[src/rtl/hart_run_ctrl_pkg.sv]
// Shared definitions for the hart run-state controller.
// Holds the per-hart state encoding used by the FSM, the top-level debug port
// and the testbench.
package hart_run_ctrl_pkg;

    typedef enum logic [1:0] {
        ST_RUN   = 2'd0,
        ST_SLEEP = 2'd1,
        ST_WAKE  = 2'd2,
        ST_HALT  = 2'd3
    } hart_state_e;

    localparam int HART_STATE_W = 2;

endpackage

[src/rtl/hart_run_fsm.sv]
// One hart's run-state machine: RUN / SLEEP / WAKE / HALT, the captured
// sleep PC and the enable-qualified delayed stall.
// Ports:
//   clk, rst_n         core clock, asynchronous active-low reset
//   i_clk_en           global enable; state only advances when high
//   i_halt_req         halt retired in writeback (highest priority)
//   i_sleep_req        sleep instruction valid in execute
//   i_sleep_pc         PC to resume at, captured on RUN -> SLEEP
//   i_irq_state/mask   pending interrupts and wake mask
//   i_irq_taken        interrupt reached writeback; leaves WAKE
//   i_stall_in         execute-stage stall
//   o_stall_d          stall_in delayed by one enabled cycle
//   o_halted/o_sleeping/o_halt_or_sleep/o_wake_pending  state decodes
//   o_resume_pc        captured sleep PC
//   o_state            raw state for debug/observation
module hart_run_fsm
    import hart_run_ctrl_pkg::*;
#(
    parameter int PC_W  = 32,
    parameter int IRQ_W = 16
) (
    input  logic             clk,
    input  logic             rst_n,
    input  logic             i_clk_en,
    input  logic             i_halt_req,
    input  logic             i_sleep_req,
    input  logic [PC_W-1:0]  i_sleep_pc,
    input  logic [IRQ_W-1:0] i_irq_state,
    input  logic [IRQ_W-1:0] i_irq_mask,
    input  logic             i_irq_taken,
    input  logic             i_stall_in,
    output logic             o_stall_d,
    output logic             o_halted,
    output logic             o_sleeping,
    output logic             o_halt_or_sleep,
    output logic             o_wake_pending,
    output logic [PC_W-1:0]  o_resume_pc,
    output hart_state_e      o_state
);

    hart_state_e       r_state;
    hart_state_e       w_state_next;
    logic [PC_W-1:0]   r_resume_pc;
    logic [PC_W-1:0]   w_resume_pc_next;
    logic              r_stall_d;
    logic              w_wake;

    assign w_wake = |(i_irq_state & i_irq_mask);

    always_ff @(posedge clk or negedge rst_n) begin
        if (!rst_n) begin
            r_state     <= ST_RUN;
            r_resume_pc <= '0;
            r_stall_d   <= 1'b0;
        end else begin
            r_state     <= w_state_next;
            r_resume_pc <= w_resume_pc_next;
            if (i_clk_en) begin
                r_stall_d <= i_stall_in;
            end
        end
    end

    // halt_req beats everything; irq_taken only matters in WAKE, and the wake
    // condition is only looked at once already in SLEEP, so a wake arriving
    // together with sleep_req still costs one enabled cycle asleep.
    always_comb begin
        w_state_next     = r_state;
        w_resume_pc_next = r_resume_pc;
        if (i_clk_en) begin
            case (r_state)
                ST_RUN: begin
                    if (i_halt_req) begin
                        w_state_next = ST_HALT;
                    end else if (i_sleep_req) begin
                        w_state_next     = ST_SLEEP;
                        w_resume_pc_next = i_sleep_pc;
                    end
                end
                ST_SLEEP: begin
                    if (i_halt_req) begin
                        w_state_next = ST_HALT;
                    end else if (w_wake) begin
                        w_state_next = ST_WAKE;
                    end
                end
                ST_WAKE: begin
                    if (i_halt_req) begin
                        w_state_next = ST_HALT;
                    end else if (i_irq_taken) begin
                        w_state_next = ST_RUN;
                    end
                end
                ST_HALT: begin
                    w_state_next = ST_HALT;
                end
                default: begin
                    w_state_next = ST_RUN;
                end
            endcase
        end
    end

    assign o_state         = r_state;
    assign o_halted        = (r_state == ST_HALT);
    assign o_sleeping      = (r_state == ST_SLEEP);
    assign o_wake_pending  = (r_state == ST_WAKE);
    assign o_halt_or_sleep = (r_state == ST_HALT) || (r_state == ST_SLEEP);
    assign o_resume_pc     = r_resume_pc;
    assign o_stall_d       = r_stall_d;

endmodule

[src/rtl/hart_run_ctrl.sv]
// Run-state controller for the pipelined core: a free-running clock-enable
// divider plus one independent halt/sleep/wake FSM per hart.
// Ports:
//   clk, rst_n       core clock, asynchronous active-low reset
//   clock_divider    clk_en pulses once every clock_divider+1 cycles
//   clk_en           global enable; all hart updates qualify on it
//   halt_req, sleep_req, sleep_pc, irq_state, irq_mask, irq_taken, stall_in
//                    per-hart inputs, packed hart-major
//   stall_d, halted, sleeping, halt_or_sleep, wake_pending, resume_pc
//                    per-hart registered outputs
//   all_halted       every hart is in HALT
//   dbg_state        per-hart raw state (2 bits each, hart_state_e encoding)
module hart_run_ctrl
    import hart_run_ctrl_pkg::*;
#(
    parameter int NUM_HARTS = 1,
    parameter int PC_W      = 32,
    parameter int IRQ_W     = 16,
    parameter int DIV_W     = 32
) (
    input  logic                           clk,
    input  logic                           rst_n,
    input  logic [DIV_W-1:0]               clock_divider,
    output logic                           clk_en,
    input  logic [NUM_HARTS-1:0]           halt_req,
    input  logic [NUM_HARTS-1:0]           sleep_req,
    input  logic [NUM_HARTS*PC_W-1:0]      sleep_pc,
    input  logic [NUM_HARTS*IRQ_W-1:0]     irq_state,
    input  logic [NUM_HARTS*IRQ_W-1:0]     irq_mask,
    input  logic [NUM_HARTS-1:0]           irq_taken,
    input  logic [NUM_HARTS-1:0]           stall_in,
    output logic [NUM_HARTS-1:0]           stall_d,
    output logic [NUM_HARTS-1:0]           halted,
    output logic [NUM_HARTS-1:0]           sleeping,
    output logic [NUM_HARTS-1:0]           halt_or_sleep,
    output logic [NUM_HARTS-1:0]           wake_pending,
    output logic [NUM_HARTS*PC_W-1:0]      resume_pc,
    output logic                           all_halted,
    output logic [NUM_HARTS*HART_STATE_W-1:0] dbg_state
);

    localparam logic [DIV_W-1:0] L_CNT_ONE = {{(DIV_W-1){1'b0}}, 1'b1};

    logic [DIV_W-1:0] r_count;
    logic             r_clk_en;

    // Runs on every clock, never gated by its own enable. Using >= rather
    // than == means lowering the divider below the current count produces
    // a pulse on the very next cycle instead of wrapping the counter.
    always_ff @(posedge clk or negedge rst_n) begin
        if (!rst_n) begin
            r_count  <= '0;
            r_clk_en <= 1'b1;
        end else if (r_count >= clock_divider) begin
            r_count  <= '0;
            r_clk_en <= 1'b1;
        end else begin
            r_count  <= r_count + L_CNT_ONE;
            r_clk_en <= 1'b0;
        end
    end

    assign clk_en = r_clk_en;

    genvar g;
    generate
        for (g = 0; g < NUM_HARTS; g++) begin : g_hart
            hart_state_e w_state;

            hart_run_fsm #(
                .PC_W  (PC_W),
                .IRQ_W (IRQ_W)
            ) u_fsm (
                .clk             (clk),
                .rst_n           (rst_n),
                .i_clk_en        (r_clk_en),
                .i_halt_req      (halt_req[g]),
                .i_sleep_req     (sleep_req[g]),
                .i_sleep_pc      (sleep_pc[g*PC_W +: PC_W]),
                .i_irq_state     (irq_state[g*IRQ_W +: IRQ_W]),
                .i_irq_mask      (irq_mask[g*IRQ_W +: IRQ_W]),
                .i_irq_taken     (irq_taken[g]),
                .i_stall_in      (stall_in[g]),
                .o_stall_d       (stall_d[g]),
                .o_halted        (halted[g]),
                .o_sleeping      (sleeping[g]),
                .o_halt_or_sleep (halt_or_sleep[g]),
                .o_wake_pending  (wake_pending[g]),
                .o_resume_pc     (resume_pc[g*PC_W +: PC_W]),
                .o_state         (w_state)
            );

            assign dbg_state[g*HART_STATE_W +: HART_STATE_W] = w_state;
        end
    endgenerate

    // Only combinational output: an AND over already-registered bits.
    assign all_halted = &halted;

endmodule

[config.mk]
export PLATFORM = sky130hd
export DESIGN_NAME = hart_run_ctrl
export DESIGN_NICKNAME = d
export VERILOG_FILES = /design/src/rtl/hart_run_ctrl_pkg.sv /design/src/rtl/hart_run_fsm.sv /design/src/rtl/hart_run_ctrl.sv
export SDC_FILE = /design/constraint.sdc
export NUM_CORES = 1
export LEC_CHECK = 0
export BUFFER_PORTS_ARGS = -buffer_cell sky130_fd_sc_hd__buf_2
export CELL_PAD_IN_SITES_DETAIL_PLACEMENT = 0
export CELL_PAD_IN_SITES_GLOBAL_PLACEMENT = 1
export CORE_MARGIN = 4
export CORE_UTILIZATION = 34
export DETAILED_ROUTE_END_ITERATION = 16
export PLACE_DENSITY_LB_ADDON = 0.3
export SLEW_MARGIN = 5
export SYNTH_ARGS = -nofsm -noshare
export SYNTH_HDL_FRONTEND = slang
export SYNTH_SLANG_ARGS = --single-unit
[constraint.sdc]
create_clock -name clk -period 2.55 [get_ports clk]
set_input_delay 0.255 -clock clk [delete_from_list [all_inputs] [get_ports clk]]
set_output_delay 0.255 -clock clk [all_outputs]
set_load 0.05 [all_outputs]
# --- Yosys cells after proc, flatten, opt, wreduce, memory -nomap -nowiden ---
# Cells that the tools add are included.
classes:
  n_addsub: 1
  n_mul: 0
  n_div: 0
  magnitude_cmp: 1
  n_eq_ne: 6
  shift: 0
  n_mux: 9
  bitwise_logic: 2
  n_reduce_logical: 5
ops:
  columns: ["op", "count"]
  rows:
  - ["adder 32 x 1 -> 32 bit (second input constant)", 1]
  - ["greater-or-equal comparator 32 bit", 1]
  - ["two-way mux 32 bit", 1]
  - ["bitwise AND 16 bit", 1]
  - ["OR reduction 16 bit", 1]
  - ["two-way mux 2 bit", 6]
  - ["one-hot mux 2 bit (4 select lines)", 1]
  - ["AND reduction 4 bit", 2]
  - ["!= test 3 bit (second input constant)", 2]
  - ["== test 2 bit (second input constant)", 2]
  - ["!= test 3 x 2 -> 1 bit (second input constant)", 1]
  - ["== test 2 x 1 -> 1 bit (second input constant)", 1]
  - ["logical NOT 2 bit", 1]
  - ["logical OR 1 bit", 1]
  - ["two-way mux 1 bit", 1]
  - ["inverter 1 bit", 1]
word_totals:
  ff_bits: 68
  latch_bits: 0
  ram_bits: 0
  rom_bits: 0
  n_memories: 0

# --- Depth between registers and ports, before layout ---
logic_depth:
  ltp_word: 5
  depth_mapped: 8
  depth_no_buf: 7

# --- By module ---
# From an unflattened synthesis, not the netlist that was laid out.
hier_totals:
  hier_cells: 374
  area_unflattened_um2: 3930.0
modules_own_cells:
  columns: ["mod", "instances", "cells_per_inst", "area_per_inst_um2", "seq_area_each_um2"]
  rows:
  - ["hart_run_ctrl", 1, 279, 2453.6, 827.0]
  - ["hart_run_fsm", 1, 95, 1476.4, 875.8]

# --- Least setup slack after synthesis ---
# No wires, ideal clock.
synth_timing:
  path_type: "reg-to-reg"
  startpoint: "register r_count[15]"
  endpoint: "register r_count[12]"
  setup_ps: 136
  arrival_time_ps: 2260
  setup_slack_ps: 154
  stages_incl_launch_ff: 8
  n_path_buf: 1
  synth_period_minus_slack_ps: 2396
  path_cell_list: "dfrtp_1 ha_1 nand4_1 or4_1 o32a_2 a211oi_4 buf_6 nor3_1"
synth_via:
  elab_chain_cells: 2
synth_lines:
  columns: ["item", "line", "source"]
  rows:
  - ["from (decl)", "hart_run_ctrl.sv:44", "logic [DIV_W-1:0] r_count;"]
  - ["from (signal assigned)", "hart_run_ctrl.sv:58", "r_count <= r_count + L_CNT_ONE;"]
  - ["greater-or-equal comparator 32 bit", "hart_run_ctrl.sv:54", "end else if (r_count >= clock_divider) begin"]
  - ["two-way mux 32 bit", "hart_run_ctrl.sv:54", null]
# Every way passes these cells.
# A chain may end at the register's enable or synchronous reset.

# --- Final worst setup path ---
layout_timing:
  startpoint: "register r_count[11]"
  endpoint: "register r_count[10]"
# Same word-level chain as after synthesis.

==> out/summary.txt <==
Synth Warn # - 0
Psw - 1.66 mW
Critical-path top delay cell - or4_4
Clock sinks - 68
Pre-antenna DRT Iters - 4
I/O pins - 143
Comb power frac - 0.348
Worst Path Required - 2.74 ns
Synthesized-area fraction occupied by adder cells - 0.108
Crit path DAT - 2.70 ns
Global-route wire length before repair - 15.4 mm
Register bit count reported by yosys - 68
Mapped Area - 0.00384 mm^2
Largest net degree at the start of global routing - 34
Post-synthesis mux area share - 0.102
Largest family of logic cells by synthesized area - simple AND/OR/NAND/NOR gates
Port buffer count - 142
PD cells - 825 mW/mm^2
Critical path class - flop to flop
Slew Viols, Final - 0
Worst slew margin - 0.733
Startpoint types - flop
Final worst-path cycle share - 0.987
Status - completed
Flop-to-flop setup slack - 0.03 ns
Final antenna-violating net count - 0
Area Overhead vs Synth - 36.7%
Max IR drop VDD - 425 uV
Clk pwr share - 0.304
Core footprint - 0.0109 mm^2
RSZ-0062 raised after global routing - yes
Antenna diodes - 0
Total GRT Usage - 0.148
Place WS - 0.0767 ns
CTS root buf - clkbuf_16
Placed Cells - 653
Setup TNS - 0 ns
Worst skew pair latency - 0.33 ns
Initial antenna violation count - 0
Internal - 2.67 mW
DRC Markers - 0
Most frequent cells in the layout - 142 x buf_2, 66 x dfrtp_1, 34 x inv_1, 34 x nor3_1, 33 x mux2_2
Crit-path max FO - 7
Compound-cell area share of the yosys netlist - 0.0639
NumNets Final - 669
Clk_skew - 0.00874 ns
Switching part of the total - 0.383
Largest stage delay, worst path - 0.54 ns
Max-cap check violation count - 0
Fillers - 1076
Total power - 4.33 mW
Longest Clk Path Bufs - 2
Row cnt - 38
Congestion Overflow GR - 0
Worst-path cell chain - ha_4 > nand4_1 > or4_4 > o32a_4 > a211oi_4 > buf_4 > buf_6 > nor3_1
Syn Area/Cell - 10.5 um^2
Static leakage - 2.84 nW
Final worst-path setup slack - 0.0340 ns
Final hold vios - 0
Critical path buffers and inverters - 2
Post-Synthesis Cells - 366
Post-synthesis xor/xnor area fraction - 0.0684
Die W - 114 um
Via Count - 3279
CTS tree - built
Htree depth - 3
Post-route insts no fill - 678
Starting Density - 0.351
Maximum clock frequency - 397 MHz
Die height - 114 um
Reg power frac - 0.347
DR iter-0 viols - 119
WL final - 9.65 mm
Simple-Gate Fraction of Synth Area - 0.163
Reg clk slew, reported paths - 0.06 ns
GPL Wtd Cong - 0.762
CTS Buf Count - 9
Final setup violation count - 0
Die Area - 0.0131 mm^2
Crit end category - flop
Register area share after synthesis - 0.443
Worst hold path class - input pin to flop
Worst Tran Pin Value - 0.391 ns
Commonest non-fill, non-tap cell in the layout - buf_2
Synth cell types - 39
Fraction of layout cells with a size suffix above 1 - 0.422
Drt via density - 4.84
Final Critical Period - 2.52 ns
Synth Net Count - 501
Vias in the first global route - 3250
Avg WL per Cell - 14.2 um
DP HPWL - 7.37 mm
Crit-path leading delay family - simple AND/OR/NAND/NOR gates
-- repair_timing --
action	CTS	global route
hold buffers	1	0
endpoints found under the hold margin	14	0
resized for setup	0	16
setup endpoints to repair	0	32
buffers inserted	0	7
-- through the flow --
| stage | hold slack [ns] | instance area, um^2 | utilization |
|---|---|---|---|
| floorplan | -0.0406 | 3840 | - |
| global placement | 0.189 | 4780 | 0.437 |
| detailed placement | 0.192 | 4780 | 0.437 |
| CTS | 0.144 | 5110 | 0.467 |
| global route | 0.143 | 5250 | 0.480 |
| finish | 0.155 | 5250 | 0.480 |
-- final timing paths --
kind,start,endpoint,depth (start not counted)
worst min register to register,g_hart[0].u_fsm.o_resume_pc[23]$_DFFE_PN0P_,g_hart[0].u_fsm.o_resume_pc[23]$_DFFE_PN0P_,1
worst max-delay path,r_count[11]$_DFF_PN0_,r_count[10]$_DFF_PN0_,8
max in group asynchronous,rst_n,g_hart[0].u_fsm.o_resume_pc[26]$_DFFE_PN0P_,3
worst min-delay path,sleep_pc[8],g_hart[0].u_fsm.o_resume_pc[8]$_DFFE_PN0P_,2
worst max register to register,r_count[11]$_DFF_PN0_,r_count[10]$_DFF_PN0_,8
min in group asynchronous,rst_n,r_count[22]$_DFF_PN0_,2
-- sequential cells by signal, summed over array words and instances (netlist names) --
| register | cells |
|---|---|
| g_hart.u_fsm.o_resume_pc | 32 |
| r_count | 32 |
| g_hart.u_fsm.o_state | 2 |
| clk_en | 1 |
| g_hart.u_fsm.o_stall_d | 1 |
-- routing by layer --
layer | vias to the layer above | routed length [um] | track usage
li1 | 1631 | - | -
met1 | 1551 | 4150 | 0.192
met2 | 84 | 4790 | 0.242
met3 | 13 | 524 | 0.0291
met4 | 0 | 190 | 0.0594
met5 | - | 0 | 0
-- area by class of cell --
type,count,area (um^2),share of cell area
timing repair buffer,169,938,0.179
inverter,34,128,0.0243
clock buffer,9,225,0.0429
sequential,68,1700,0.325
multi-input combinational,252,1990,0.379
clock inverter,6,88.8,0.0169
tap,140,175,0.0334
-- worst register-to-register path, delay by kind of cell (launching register included) --
| family | cells | cell delay, ns |
|---|---|---|
| AOI/OAI and AO/OA | 2 | 0.65 |
| adders and majority gates | 1 | 0.29 |
| buffers and inverters | 2 | 0.30 |
| DFF | 1 | 0.43 |
| and+or+nand+nor | 3 | 0.73 |
-- Yosys cell counts --
cell type / instances / area [um^2]
dfstp_2: 1 / 26.3
nand4_1: 16 / 100
buf_4: 1 / 7.51
dfrtp_1: 67 / 1680
nor3_2: 2 / 20.0
mux2i_1: 2 / 20.0
nor3b_1: 2 / 15.0
a21oi_1: 10 / 50.1
nor3_1: 34 / 170
nor2_1: 12 / 45.0
or4_1: 1 / 7.51
xor2_1: 22 / 193
buf_6: 3 / 33.8
nand3_1: 17 / 85.1
a221o_1: 1 / 10.0
ha_1: 33 / 413
nor4_1: 3 / 18.8
o21ai_0: 3 / 15.0
clkbuf_1: 8 / 30.0
a22oi_1: 8 / 60.1
nor2b_1: 1 / 6.26
and2_1: 4 / 25.0
a221oi_1: 1 / 8.76
inv_1: 34 / 128
a2bb2oi_1: 1 / 8.76
a211oi_4: 1 / 20.0
a211oi_1: 1 / 7.51
o211ai_1: 1 / 7.51
o21a_1: 2 / 15.0
o32a_2: 1 / 11.3
mux2_2: 33 / 372
xnor2_1: 8 / 70.1
or2_2: 1 / 6.26
a21o_1: 3 / 22.5
and4_1: 1 / 8.76
a2111oi_0: 1 / 8.76
and3_1: 7 / 43.8
nand2_1: 18 / 67.6
nand2b_1: 1 / 6.26
-- kinds of logic after synthesis --
family                     count (synthesis)
AOI/OAI and AO/OA                         34
muxes                                     35
buffers and inverters                     46
xor gates and xnor gates                  30
DFF                                       68
and+or+nand+nor                          120
adders and majority gates                 33
-- power by group through the flow --
| stage | Sequential (mW) | Combinational (mW) | Clock, mW |
|---|---|---|---|
| after floorplan | 1.86 | 0.717 | 0 |
| after global placement | 1.52 | 1.46 | 0 |
| after detailed placement | 1.52 | 1.49 | 0 |
| after CTS | 1.51 | 1.49 | 1.35 |
| after global routing | 1.55 | 1.64 | 1.40 |
| final | 1.50 | 1.51 | 1.32 |
Power figures use the tool's default switching activity.
